File: src/rtl/cc_miss_request_ctrl.sv
`default_nettype none
// ============================================================================
//  Module      : cc_miss_request_ctrl
//  Description : Cache-line refill sequencer. Accepts one miss at a time from
//                the hit/miss pipeline, pushes the miss address into the Miss
//                Addr FIFO and issues one 8-beat critical-word-first AXI WRAP
//                read burst per miss. Counts bursts in flight by watching
//                R-channel last beats and throttles new misses at
//                MAX_OUTSTANDING.
//  Options     : CC_MISS_STAT_EN - adds miss_cnt_o / stall_cnt_o statistics
//                counters and ports. Undefined by default.
//  Revision    : 1.0 - initial release
// ============================================================================
module cc_miss_request_ctrl #(
    parameter int MAX_OUTSTANDING = 4     // legal range 1..15
) (
    input  logic        clk,
    input  logic        rst_n,

    // Miss request from the hit/miss pipeline
    input  logic        miss_req_i,
    input  logic [31:0] miss_addr_i,
    output logic        miss_ack_o,

    // AXI AR channel
    output logic        mem_arvalid_o,
    input  logic        mem_arready_i,
    output logic [31:0] mem_araddr_o,
    output logic [3:0]  mem_arlen_o,
    output logic [2:0]  mem_arsize_o,
    output logic [1:0]  mem_arburst_o,

    // AXI R channel, observed only
    input  logic        mem_rvalid_i,
    input  logic        mem_rready_i,
    input  logic        mem_rlast_i,

    // Miss Addr FIFO push side
    input  logic        miss_addr_fifo_full_i,
    output logic        miss_addr_fifo_wren_o,
    output logic [31:0] miss_addr_fifo_wdata_o,

    // Status
    output logic [3:0]  outstanding_o,
    output logic        busy_o
`ifdef CC_MISS_STAT_EN
    ,
    output logic [31:0] miss_cnt_o,
    output logic [31:0] stall_cnt_o
`endif
);

    // ------------------------------------------------------------------------
    // Constants
    // ------------------------------------------------------------------------
    localparam logic [3:0] c_max_out   = 4'(MAX_OUTSTANDING);
    localparam logic [3:0] c_arlen     = 4'd7;     // 8 beats per line
    localparam logic [2:0] c_arsize    = 3'd3;     // 8 bytes per beat
    localparam logic [1:0] c_arburst   = 2'b10;    // WRAP

    typedef enum logic [0:0] {
        S_IDLE = 1'b0,
        S_AR   = 1'b1
    } state_t;

    // ------------------------------------------------------------------------
    // State and datapath registers
    // ------------------------------------------------------------------------
    state_t      r_state;
    logic        r_arvalid;
    logic [31:0] r_araddr;
    logic [3:0]  r_outstanding;

    // ------------------------------------------------------------------------
    // Combinational control
    // ------------------------------------------------------------------------
    logic w_limit_ok;
    logic w_accept;
    logic w_rlast_beat;
    logic w_ar_hs;

    // The limit compare uses the registered count; a last beat arriving in the
    // same cycle frees a slot only from the next cycle on.
    assign w_limit_ok   = (r_outstanding < c_max_out);

    // Gating with rst_n keeps ack/push low while reset is asserted, even
    // though the state register only clears on the next edge.
    assign w_accept     = rst_n
                        & (r_state == S_IDLE)
                        & miss_req_i
                        & ~miss_addr_fifo_full_i
                        & w_limit_ok;

    assign w_rlast_beat = mem_rvalid_i & mem_rready_i & mem_rlast_i;
    assign w_ar_hs      = r_arvalid & mem_arready_i;

    // ------------------------------------------------------------------------
    // Outputs
    // ------------------------------------------------------------------------
    assign miss_ack_o             = w_accept;
    assign miss_addr_fifo_wren_o  = w_accept;
    // The fill unit needs the full byte address to locate the critical word.
    assign miss_addr_fifo_wdata_o = miss_addr_i;

    assign mem_arvalid_o          = r_arvalid;
    assign mem_araddr_o           = r_araddr;
    assign mem_arlen_o            = c_arlen;
    assign mem_arsize_o           = c_arsize;
    assign mem_arburst_o          = c_arburst;

    assign outstanding_o          = r_outstanding;
    assign busy_o                 = (r_state != S_IDLE) | (r_outstanding != 4'd0);

    // ------------------------------------------------------------------------
    // AR sequencing FSM: capture the beat-aligned address on accept, hold
    // arvalid and araddr until the slave takes the request.
    // ------------------------------------------------------------------------
    always_ff @(posedge clk) begin
        if (!rst_n) begin
            r_state   <= S_IDLE;
            r_arvalid <= 1'b0;
            r_araddr  <= 32'd0;
        end else begin
            case (r_state)
                S_IDLE: begin
                    if (w_accept) begin
                        // Beat-aligned start gives critical-word-first in WRAP mode
                        r_araddr  <= {miss_addr_i[31:3], 3'b000};
                        r_arvalid <= 1'b1;
                        r_state   <= S_AR;
                    end
                end
                S_AR: begin
                    if (w_ar_hs) begin
                        r_arvalid <= 1'b0;
                        r_state   <= S_IDLE;
                    end
                end
                default: begin
                    r_arvalid <= 1'b0;
                    r_state   <= S_IDLE;
                end
            endcase
        end
    end

    // ------------------------------------------------------------------------
    // Bursts-in-flight counter: +1 per accept, -1 per last R beat. A last
    // beat seen with nothing in flight is ignored rather than wrapping.
    // ------------------------------------------------------------------------
    always_ff @(posedge clk) begin
        if (!rst_n) begin
            r_outstanding <= 4'd0;
        end else begin
            if (w_accept && !w_rlast_beat) begin
                r_outstanding <= r_outstanding + 4'd1;
            end else if (!w_accept && w_rlast_beat && (r_outstanding != 4'd0)) begin
                r_outstanding <= r_outstanding - 4'd1;
            end
        end
    end

`ifdef CC_MISS_STAT_EN
    // ------------------------------------------------------------------------
    // Statistics: accepted misses and idle-state cycles where a request was
    // presented but blocked (FIFO full or limit reached). Both wrap freely.
    // ------------------------------------------------------------------------
    logic [31:0] r_miss_cnt;
    logic [31:0] r_stall_cnt;
    logic        w_stall;

    assign w_stall     = (r_state == S_IDLE) & miss_req_i & ~w_accept;
    assign miss_cnt_o  = r_miss_cnt;
    assign stall_cnt_o = r_stall_cnt;

    // Statistics counters
    always_ff @(posedge clk) begin
        if (!rst_n) begin
            r_miss_cnt  <= 32'd0;
            r_stall_cnt <= 32'd0;
        end else begin
            if (w_accept) begin
                r_miss_cnt <= r_miss_cnt + 32'd1;
            end
            if (w_stall) begin
                r_stall_cnt <= r_stall_cnt + 32'd1;
            end
        end
    end
`endif

endmodule
`default_nettype wire

File: config.mk
export PLATFORM = sky130hd
export DESIGN_NAME = cc_miss_request_ctrl
export DESIGN_NICKNAME = d
export VERILOG_FILES = /design/src/rtl/cc_miss_request_ctrl.sv
export SDC_FILE = /design/constraint.sdc
export NUM_CORES = 1
export LEC_CHECK = 0
export CAP_MARGIN = 25
export CORE_MARGIN = 2
export CORE_UTILIZATION = 36
export CTS_BUF_LIST = sky130_fd_sc_hd__clkbuf_4 sky130_fd_sc_hd__clkbuf_8 sky130_fd_sc_hd__clkbuf_16
export CTS_CLUSTER_DIAMETER = 30
export DETAILED_ROUTE_END_ITERATION = 16
export PLACE_DENSITY = 0.9
export SYNTH_ARGS = -nofsm -noshare
export SYNTH_HDL_FRONTEND = slang
export SYNTH_SLANG_ARGS = --single-unit
File: constraint.sdc
create_clock -name clk -period 2.6 [get_ports clk]
set_clock_uncertainty 0.2 [all_clocks]
set_input_delay 0.52 -clock clk [delete_from_list [all_inputs] [get_ports clk]]
set_output_delay 0.52 -clock clk [all_outputs]
set_load 0.01 [all_outputs]
# Word level (Yosys, flattened, before mapping)
# Cells that the tools add are included.
[classes]
addsub = 2
n_lt_le_gt_ge = 1
n_eq_ne = 2
mux = 8
bitwise_logic = 10
reduce_logical = 9
[op_table]
columns = ["op", "n"]
rows = [
  ["4-bit two-way mux", 2],
  ["1-bit AND", 7],
  ["4-bit by 1-bit adder with 4-bit output, second input constant", 1],
  ["4-bit by 3-bit < comparator with 1-bit output, second input constant", 1],
  ["1-bit two-way mux", 4],
  ["1-bit case mux with 2 select lines", 2],
  ["2-bit AND reduction", 2],
  ["4-bit nonzero test", 1],
  ["4-bit by 1-bit subtractor with 4-bit output, second input constant", 1],
  ["1-bit logical AND", 3],
  ["1-bit logical NOT", 2],
  ["2-bit by 1-bit inequality test with 1-bit output, second input constant", 1],
  ["2-bit inequality test, second input constant", 1],
  ["1-bit NOT", 2],
  ["2-bit nonzero test", 1],
  ["1-bit OR", 1],
]
[word_totals]
reg_bits = 35
in_bits = 40
out_inout_bits = 81
elab_cells = 36

# Longest topological paths before layout
[logic_depth]
word_depth = 10
mapped_depth = 10
depth_no_buf = 9

# Worst setup path after synthesis
# OpenSTA, ideal clock, no wires.
[synth_timing]
path_kind = "input to register"
from = "input port miss_addr_fifo_full_i"
to = "register r_outstanding[3], in the netlist outstanding_o[3]"
setup_ps = 126
arrival_ps = 2108
required_time_ps = 2274
slack_ps = 166
path_stages = 10
n_path_buf = 1
cell_sequence = "nand4bb_1 > or3_1 > buf_6 > inv_2 > nand2_1 > ha_1 > a21oi_1 > nand2_1 > a211oi_1 > a211oi_1"
[synth_via]
elab_chain_len = 7
word_cells_on_any_way = 9
classes_between = "mux: 1; bitwise: 3; reduce/logical: 5"
[synth_lines]
columns = ["element", "line", "rtl"]
rows = [
  ["start, declared", "39", "input logic miss_addr_fifo_full_i,"],
  ["1-bit NOT (*)", "91", "& ~miss_addr_fifo_full_i"],
  ["1-bit AND (*)", "91", ""],
  ["1-bit AND (*)", "92", "& w_limit_ok;"],
  ["1-bit logical NOT", "157", "end else if (!w_accept && w_rlast_beat && (r_outstanding != 4'd0)) begin"],
  ["1-bit logical AND (2 in series)", "157", ""],
  ["2-bit nonzero test (no line)", "--", ""],
  ["end signal, assigned", "156", "r_outstanding <= r_outstanding + 4'd1;"],
  ["end signal, assigned", "158", "r_outstanding <= r_outstanding - 4'd1;"],
  ["end, declared", "72", "logic [3:0] r_outstanding;"],
]
# Every way passes the cells marked *; elsewhere a longest branch is shown, timed or not.
# A chain may end at the register's enable or synchronous reset.

# Worst setup path after layout
[layout_timing]
from = "input port rst_n"
to = "output port miss_addr_fifo_wren_o"
[layout_via]
elab_chain_len = 4
[layout_lines]
columns = ["element", "line", "rtl"]
rows = [
  ["start, declared", "18", "input logic rst_n,"],
  ["1-bit AND", "89", "& (r_state == S_IDLE)"],
  ["1-bit AND", "90", "& miss_req_i"],
  ["1-bit AND", "91", ""],
  ["1-bit AND", "92", ""],
  ["end, declared", "40", "output logic miss_addr_fifo_wren_o,"],
]
# No other way between the ends.

==> run_results.csv <==
group,metric,value,unit
run_status,outcome,"complete, no violations",
logic_synthesis,yosysTopAreaCellShare,39.2,%
pwr,swShare,28.1,%
placement,place_inst,347,
critical_path,critPathLaunchType,"primary input",
routing,wl,4.20,mm
clock_network,clockBufferDepth,2,
sta,min_period_over_period,97.9,%
sta,grt_setup_unrepaired,"no",
floorplanning,rows,25,
clock_network,clk_pin_slew,0.07,ns
logic_synthesis,syn_area,1790,um2
floorplanning,ios,121,
sta,max_freq,0.393,GHz
layout,final_common_cell,"clkdlybuf4s50_1",
critical_path,endpoint_kind,"output pin",
layout,final_util,58.2,%
critical_path,crit_chain,"clkdlybuf4s50_1 -> nand4bb_1 -> or3_4 -> inv_4 -> dlygate4sd2_1",
floorplanning,initial_core_util,37.6,%
floorplanning,die_y,74.5,um
routing,wire_per_inst,11.7,um
clock_network,htree_levels,2,
sta,setup_violations,0,
critical_path,slowest_delay,0.49,ns
floorplanning,core_area,4750,um2
routing,drtIter0Drc,30,
logic_synthesis,netlist_instances,216,
logic_synthesis,yosysWarnings,0,
layout,layout_common_cells,"clkdlybuf4s50_1, nand2_1, dfxtp_1",
logic_synthesis,synth_cell_types,23,
layout,stdcell_count,359,
pwr,internal-power,1.21,mW
hold_path,hold_path_class,"reg -> reg",
grt,antenna_found_initial,0,
critical_path,required,1.88,ns
pwr,p_leak,1.06,nW
logic_synthesis,ys_seq_area_share,39.2,%
critical_path,cpMaxStageDelayCell,"clkdlybuf4s50_1",
pwr,p_clk_share,29.6,%
layout,antennaDiodeCount,0,
routing,via_per_inst,4.41,
routing,drtAntennaViolNets,0,
sta,min_period,2.55,ns
critical_path,crit_type,"in -> out",
sta,holdWs,0.251,ns
placement,globalplace.congestion,0.762,
clock_network,numCtsBuffers,5,
layout,fin_nets,334,
logic_synthesis,ys_ff_latch,35,
grt,overflow,0,
sta,tns,0,ns
pwr,switching_power,473,uW
pwr,power.density,610,nW/um2
placement,numPortBuffers,102,
grt,grt_usage,15.3,%
layout,seq_area,701,um2
pwr,seq_power_share,37.4,%
pwr,peakVddDrop,0.309,mV
clock_network,insertion_delay,0.27,ns
clock_network,clock-sinks,35,
placement,hpwl,3.14,mm
floorplanning,die_w,74.5,um
pwr,p_comb_share,33.0,%
routing,drc_errors,0,
layout,fillers,417,
floorplanning,die-area,5550,um2
clock_network,cts_hold_buf,0,
critical_path,crit_fanout,5,
sta,finalHoldViolCount,0,
clock_network,root_buffer,"clkbuf_8",
grt,first_global_vias,1435,
job,cap_violations,0,
layout,synthToLayoutAreaGrowth,54.5,%
layout,multi_input_area,748,um2
logic_synthesis,synth_area_leaders,"dfxtp_1, buf_4, nand2_1, a21boi_1, mux2i_1",
critical_path,crit_arrival,1.83,ns
sta,slew_viol_final,0,
grt,grt_pass1_wl,6.42,mm
layout,drive_above_1_share,8.90,%
clock_network,cts_tree,"yes",
routing,vias,1582,
routing,drtPass1Iterations,4,
logic_synthesis,yosysTopAreaCell,"dfxtp_1",
grt,grt_max_degree,39,
logic_synthesis,synth.avg_cell_area,8.28,um2
power by group through the flow:
stage / clock (mW) / combinational, mW / sequential [mW]
after global placement: 0 / 0.519 / 0.638
after global routing: 0.542 / 0.610 / 0.638
after floorplan: 0 / 0.266 / 0.662
after CTS: 0.518 / 0.541 / 0.629
after detailed placement: 0 / 0.534 / 0.640
final: 0.498 / 0.557 / 0.631
logic make-up after synthesis:
logic type / count (synthesis) / share of synthesized area, %
and+or+nand+nor: 80 / 18.2
buffers and inverters: 57 / 22.4
DFF: 35 / 39.2
AOI/OAI and AO/OA: 34 / 13.8
muxes: 4 / 2.94
adders and majority gates: 3 / 2.52
other: 2 / 0.420
xor gates and xnor gates: 1 / 0.490
through the flow:
stage | worst slack, ns | total power [mW] | cell area (um2)
after floorplan | 0.166 | 0.928 | 1830
after global placement | -0.264 | 1.16 | 2590
after detailed placement | -0.374 | 1.17 | 2590
after CTS | -0.0122 | 1.69 | 2720
after global routing | 0.000186 | 1.79 | 2770
final | 0.0548 | 1.69 | 2770
critical path, delay by kind of cell:
family	cells	cell delay, ns
AND/OR/NAND/NOR	2	0.45
buffers and inverters	3	0.85
Yosys cell counts:
library cell	count
a21boi_1	29
a21oi_1	2
mux2i_1	3
nand2b_1	2
or3_1	1
fa_1	1
nand4bb_1	1
mux2i_4	1
clkbuf_1	7
xor2_1	1
inv_2	1
buf_6	1
conb_1	2
o21ai_0	1
a211oi_1	2
buf_4	48
dfxtp_1	35
nor2_1	1
ha_1	2
nand3_1	4
nand4_1	1
nand2_1	69
nor4_1	1
flip-flops by register name, indices dropped and copies added, names as in the netlist:
signal,count
mem_araddr_o,29
outstanding_o,4
r_state,1
mem_arvalid_o,1
metal layers:
layer	GRT usage, %	wire [um]	vias up
li1	-	-	786
met1	16.5	1660	704
met3	5.69	385	8
met2	27.1	2090	84
met4	5.75	71	0
met5	0	0	-
cell type report:
cell class | instances | area share [%]
Sequential cell | 35 | 25.3
Timing Repair inverter | 1 | 0.271
Timing Repair Buffer | 113 | 39.8
Inverter | 1 | 0.226
Multi-Input combinational cell | 134 | 27.1
Clock inverter | 2 | 1.27
Tap cell | 67 | 3.03
Clock buffer | 6 | 2.99
timing repair:
action	4_1_cts	5_1_grt
endpoints found under the setup margin	4	5
resized for setup	4	3
cloned	0	1
pin swaps	0	0
setup buffers	0	3
final timing paths:
kind / start / cells past startpoint / to / slack, ns
hold / removal: mem_araddr_o[10]$_SDFFE_PN0P_ / 2 / mem_araddr_o[10]$_SDFFE_PN0P_ / 0.25
hold reg to reg: mem_araddr_o[10]$_SDFFE_PN0P_ / 2 / mem_araddr_o[10]$_SDFFE_PN0P_ / 0.25
setup / recovery: rst_n / 5 / miss_addr_fifo_wren_o / 0.05
setup reg to reg: r_state$_SDFF_PN0_ / 9 / outstanding_o[2]$_SDFFE_PN0P_ / 0.41
Note: power is estimated with default switching activity, not from simulation.
